<file path="src/rtl/echip_serial_pkg.sv">
// Shared types and helpers for the echip65 decimated-data serial link receiver.
package echip_serial_pkg;

  typedef enum logic {
    IDLE = 1'b0,
    RECV = 1'b1
  } rx_state_e;

  localparam int DATA_WIDTH_DEF = 25;
  localparam int CH_BITS_DEF    = 2;

  // Widest channel+data payload that frame_parity can cover.
  localparam int PAYLOAD_MAX = 64;

  // Total bits on the line per frame: channel ID, data word, parity bit.
  function automatic int frame_len(input int ch_bits, input int data_width);
    return ch_bits + data_width + 1;
  endfunction

  // Even-parity bit over a zero-extended {ch, data} payload.
  function automatic logic frame_parity(input logic [PAYLOAD_MAX-1:0] payload);
    return ^payload;
  endfunction

endpackage

</file>
<file path="src/rtl/echip_serial_rx.sv">
// Off-chip receiver for the echip65 serial link: deserializes framed
// {ch, data, parity} words, checks even parity, and presents good words on a
// valid/ready port while counting link errors.
module echip_serial_rx
  import echip_serial_pkg::*;
#(
  parameter int DATA_WIDTH    = DATA_WIDTH_DEF,
  parameter int CH_BITS       = CH_BITS_DEF,
  parameter int ERR_CNT_WIDTH = 8
) (
  input  logic                     clk,
  input  logic                     reset,
  input  logic                     enable,
  input  logic                     sdata,
  input  logic                     sframe,
  output logic [DATA_WIDTH-1:0]    out_data,
  output logic [CH_BITS-1:0]       out_ch,
  output logic                     out_valid,
  input  logic                     out_ready,
  output logic                     frame_err,
  output logic                     parity_err,
  output logic                     overrun,
  output logic [ERR_CNT_WIDTH-1:0] err_count,
  input  logic                     clear_err
);

  localparam int FRAME_LEN = frame_len(CH_BITS, DATA_WIDTH);
  localparam int CNT_W     = $clog2(FRAME_LEN + 1);
  localparam int PAY_W     = CH_BITS + DATA_WIDTH;

  // bitcnt holds the number of bits already shifted in; the parity bit is
  // the one arriving while bitcnt == FRAME_LEN-1.
  localparam logic [CNT_W-1:0] LAST_IDX = CNT_W'(FRAME_LEN - 1);
  localparam logic [CNT_W-1:0] CNT_ONE  = CNT_W'(1);

  rx_state_e                state_q, state_d;
  logic [CNT_W-1:0]         bitcnt_q, bitcnt_d;
  logic [FRAME_LEN-1:0]     shreg_q, shreg_d;
  logic [DATA_WIDTH-1:0]    out_data_q, out_data_d;
  logic [CH_BITS-1:0]       out_ch_q, out_ch_d;
  logic                     out_valid_q, out_valid_d;
  logic                     frame_err_q, frame_err_d;
  logic                     parity_err_q, parity_err_d;
  logic                     overrun_q, overrun_d;
  logic [ERR_CNT_WIDTH-1:0] err_count_q, err_count_d;

  logic [FRAME_LEN-1:0]     shifted;
  logic                     frame_done;
  logic                     parity_ok;
  logic                     overrun_set;
  logic                     err_event;

  function automatic logic [ERR_CNT_WIDTH-1:0] sat_inc(input logic [ERR_CNT_WIDTH-1:0] v);
    return (&v) ? v : v + 1'b1;
  endfunction

  assign shifted   = {shreg_q[FRAME_LEN-2:0], sdata};
  assign parity_ok = (frame_parity(PAYLOAD_MAX'(shifted[FRAME_LEN-1:1])) == shifted[0]);

  // Receive FSM: frame alignment, bit counting and shift register.
  always_comb begin
    state_d     = state_q;
    bitcnt_d    = bitcnt_q;
    shreg_d     = shreg_q;
    frame_err_d = 1'b0;
    frame_done  = 1'b0;
    case (state_q)
      IDLE: begin
        if (enable && sframe) begin
          shreg_d  = shifted;
          bitcnt_d = CNT_ONE;
          state_d  = RECV;
        end
      end
      RECV: begin
        if (!enable) begin
          // Abort quietly; the partial frame is overwritten by the next one.
          state_d  = IDLE;
          bitcnt_d = '0;
        end else if (sframe) begin
          // Resynchronise on the new strobe: this bit starts a fresh frame.
          frame_err_d = 1'b1;
          shreg_d     = shifted;
          bitcnt_d    = CNT_ONE;
        end else begin
          shreg_d = shifted;
          if (bitcnt_q == LAST_IDX) begin
            frame_done = 1'b1;
            state_d    = IDLE;
            bitcnt_d   = '0;
          end else begin
            bitcnt_d = bitcnt_q + 1'b1;
          end
        end
      end
      default: begin
        state_d  = IDLE;
        bitcnt_d = '0;
      end
    endcase
  end

  // Frame evaluation, output slot handshake and error accounting.
  always_comb begin
    out_data_d   = out_data_q;
    out_ch_d     = out_ch_q;
    out_valid_d  = out_valid_q && !out_ready;
    parity_err_d = 1'b0;
    overrun_set  = 1'b0;
    if (frame_done) begin
      if (!parity_ok) begin
        parity_err_d = 1'b1;
      end else if (!out_valid_q || out_ready) begin
        out_ch_d    = shifted[FRAME_LEN-1 -: CH_BITS];
        out_data_d  = shifted[DATA_WIDTH:1];
        out_valid_d = 1'b1;
      end else begin
        // Keep the unconsumed word; the new one is lost.
        overrun_set = 1'b1;
      end
    end
    err_event = frame_err_d || parity_err_d || overrun_set;
    if (clear_err) begin
      overrun_d   = 1'b0;
      err_count_d = '0;
    end else begin
      overrun_d   = overrun_q || overrun_set;
      err_count_d = err_event ? sat_inc(err_count_q) : err_count_q;
    end
  end

  // State and output registers; everything clears on reset.
  always_ff @(posedge clk or posedge reset) begin
    if (reset) begin
      state_q      <= IDLE;
      bitcnt_q     <= '0;
      shreg_q      <= '0;
      out_data_q   <= '0;
      out_ch_q     <= '0;
      out_valid_q  <= 1'b0;
      frame_err_q  <= 1'b0;
      parity_err_q <= 1'b0;
      overrun_q    <= 1'b0;
      err_count_q  <= '0;
    end else begin
      state_q      <= state_d;
      bitcnt_q     <= bitcnt_d;
      shreg_q      <= shreg_d;
      out_data_q   <= out_data_d;
      out_ch_q     <= out_ch_d;
      out_valid_q  <= out_valid_d;
      frame_err_q  <= frame_err_d;
      parity_err_q <= parity_err_d;
      overrun_q    <= overrun_d;
      err_count_q  <= err_count_d;
    end
  end

  assign out_data   = out_data_q;
  assign out_ch     = out_ch_q;
  assign out_valid  = out_valid_q;
  assign frame_err  = frame_err_q;
  assign parity_err = parity_err_q;
  assign overrun    = overrun_q;
  assign err_count  = err_count_q;

endmodule
</file>
<file path="config.mk">
export PLATFORM = sky130hd
export DESIGN_NAME = echip_serial_rx
export DESIGN_NICKNAME = d
export VERILOG_FILES = /design/src/rtl/echip_serial_pkg.sv /design/src/rtl/echip_serial_rx.sv
export SDC_FILE = /design/constraint.sdc
export NUM_CORES = 1
export LEC_CHECK = 0
export BUFFER_PORTS_ARGS = -buffer_cell sky130_fd_sc_hd__buf_2
export CORE_UTILIZATION = 55
export DETAILED_ROUTE_END_ITERATION = 16
export PLACE_DENSITY = 0.77
export SYNTH_ARGS = -nofsm -noshare
export SYNTH_HDL_FRONTEND = slang
export SYNTH_SLANG_ARGS = --single-unit
</file>
<file path="constraint.sdc">
create_clock -name clk -period 4.55 [get_ports clk]
set_input_delay 0.2275 -clock clk [delete_from_list [all_inputs] [get_ports clk]]
set_output_delay 0.2275 -clock clk [all_outputs]
set_load 0.02 [all_outputs]
</file>
==> flow_summary.ini <==
[sta]
tightest_slew_ns = 0.9442
setup_tns_ns = 0
relSlewSlack_pct = 36.63
fin_skew_ns = 0.01107
finalHoldViolCount = 0
min_period_over_period_pct = 59.51
rsz0062_at_grt = false
finalSetupViolations = 0
maxSlewViolCount = 0
finalCriticalPeriod_ns = 2.708
fmax_ghz = 0.3693

[clock_tree]
cts.sinks = 72
clk_pin_slew_ns = 0.07
clockBufferDepth = 2
post_cts_resized = 0
h-tree-depth = 3
hold_buffers = 1
clkLatencyLatePin_ns = 0.33
post_cts_buffers = 0
numCtsBuffers = 9
root_buffer = clkbuf_8
cts_tree = done

[floorplanning]
rows = 28
die-height_um = 80.32
start_util_pct = 56.97
fp.coreArea_um2 = 5921
die-area_um2 = 6451
pin_count = 46
die_w_um = 80.32

[critical_path]
crit_buf_inv = 0
crit_required_ns = 4.77
worstPathCellList = ha_1 > nand4b_1 > nor2b_1 > a311oi_1 > nand4_1 > a21oi_1 > mux2_2
worstSetupStartpointType = flop
endpoint_kind = flop
slowest_stage = a311oi_1
critPathMaxFanout = 8
crit_path_max_incr_delay_ns = 0.77
crit_type = reg -> reg
critPathTopFamily = compound AO/OA/AOI/OAI gates
arrival_ns = 2.92

[min_path]
min_path_type = in -> reg

[final_layout]
layout_commonest_cell = dfrtp_1
antenna_cells = 0
final_nets = 310
drive_gt1_share_pct = 42.95
mostFrequentLayoutCells = 72 x dfrtp_1, 45 x buf_2, 40 x mux2_2
area_delta_synth_final_pct = 15.13
fillers = 445

[synthesis]
syn_area_um2 = 3373
syn-num-nets = 260
synth.distinct_cells = 37
synth_ff_type = dfrtp_1
synth_edf_count = 0
ys_seq_area_share_pct = 53.41
netlist_instances = 251
synth.area.top_cells = dfrtp_1 53%, mux2_2 13%, mux2_4 8.9%
async_flop_share_pct = 100.0
synth.avg_cell_area_um2 = 13.44
synth_top_area_share_pct = 53.41
yosysTopAreaCell = dfrtp_1
yosysWarnings = 0
synth.ff_latch_count = 72

[global_route]
grt_pass1_wl_mm = 9.480
grt-ovfl-total = 0
grt_pass1_vias = 2026
grt_max_degree = 48
antenna_found_initial = 0
grt.total_usage_pct = 19.64

[route]
first_iter_violations = 72
drtAntennaViolNets = 0
wl_met2_mm = 2.614
wl_met1_mm = 2.594
routed.top_layer = met4
drcViolationCount = 0
drt_first_pass_iters = 4
vias = 2013
wl_per_cell_um = 14.62
via_per_inst = 5.297
wirelength_mm = 5.556
wl_met3_um = 232

[pwr]
ir_worst_vdd_v = 0.0008737
finalPower_w = 0.002509
power_density_nw_per_um2 = 646.1
power.leakage_nw = 2.002

[run]
cap_violations = 0

[placed_design]
dp_hpwl_mm = 3.775
port_buffers = 45
gp_congestion = 0.7915

[run_status]
status = finished clean
## worst register-to-register path, stage by stage (launching register included)
cell and delay [ns]:
dfrtp_1 0.39, ha_1 0.23, nand4b_1 0.24, nor2b_1 0.21
a311oi_1 0.77, nand4_1 0.20, a21oi_1 0.20, mux2_2 0.35
## layout make-up
cell class / instances / area (µm²) / share of cell area [%]
Clock buffer: 10 / 137.6 / 3.544
Clock inverter: 5 / 81.33 / 2.094
Inverter: 4 / 15.01 / 0.3866
Multi-Input combinational cell: 166 / 1504 / 38.72
Sequential cell: 72 / 1802 / 46.39
Tap cell: 75 / 93.84 / 2.416
Timing Repair Buffer: 48 / 250.2 / 6.443
## final timing paths
path | cells past startpoint | from | slack [ns] | end
max | 7 | bitcnt_q[0]$_DFFE_PP0P_ | 1.84 | err_count[7]$_DFFE_PP0P_
min reg2reg | 1 | out_data[20]$_DFFE_PP0P_ | 0.51 | out_data[20]$_DFFE_PP0P_
min | 2 | sdata | 0.16 | shreg_q[0]$_DFFE_PP0P_
min in group asynchronous | 3 | reset | 0.48 | bitcnt_q[3]$_DFFE_PP0P_
max reg2reg | 7 | bitcnt_q[0]$_DFFE_PP0P_ | 1.84 | err_count[7]$_DFFE_PP0P_
max in group asynchronous | 4 | reset | 3.09 | out_data[9]$_DFFE_PP0P_
## logic make-up after synthesis
logic type | share of synthesized area [%]
AO/OA/AOI/OAI | 3.635
XOR/XNOR | 7.789
adder cells (fa/ha/maj) | 0.7417
buffers and inverters | 2.114
flip-flops | 53.41
multiplexers | 22.55
AND/OR/NAND/NOR | 9.756
## power by group
group          total (W)  leakage, nW  switching (W)  internal (W)
clock network   0.000548        0.108       0.000227      0.000321
logic            0.00110        0.927       0.000551      0.000552
registers       0.000858        0.967       0.000121      0.000738
total            0.00251         2.00       0.000899       0.00161
## cell usage after synthesis, types with 2 or more instances
master,instances
nand3_1,4
nor2b_1,8
xnor2_1,19
nand4_1,6
inv_1,4
nor2_1,10
buf_6,3
ha_1,2
clkbuf_1,6
xnor2_2,2
a21oi_1,9
and3_1,2
nand2b_1,5
xor2_1,2
nand2_1,12
dfrtp_1,72
o21ai_0,5
mux2_4,20
a31oi_1,2
mux2_2,40
nor3_1,2
## registers in the layout, summed over array words and instances (netlist names)
name	count
shreg_q	27
out_data	25
err_count	8
bitcnt_q	5
out_ch	2
frame_err	1
out_valid	1
overrun	1
parity_err	1
state_q	1
## through the flow
step                utilization [%]  instances  hold WS [ns]  instance area, µm²  setup WS [ns]
finish                        65.60        380        0.1592                3884          1.842
CTS                           65.60        380        0.1518                3884          1.798
global route                  65.60        380        0.1694                3884          1.533
global placement              61.73        364        0.3103                3655          1.968
floorplan                         -        251        0.3781                3373          2.311
detailed placement            61.73        364        0.3110                3655          1.865
## routing by layer
| layer | track usage [%] | vias to the layer above |
|---|---|---|
| li1 | - | 976 |
| met1 | 25.51 | 977 |
| met2 | 31.28 | 47 |
| met3 | 4.205 | 13 |
| met4 | 9.464 | 0 |
| met5 | 0 | - |
(Power assumes the default switching activity.)
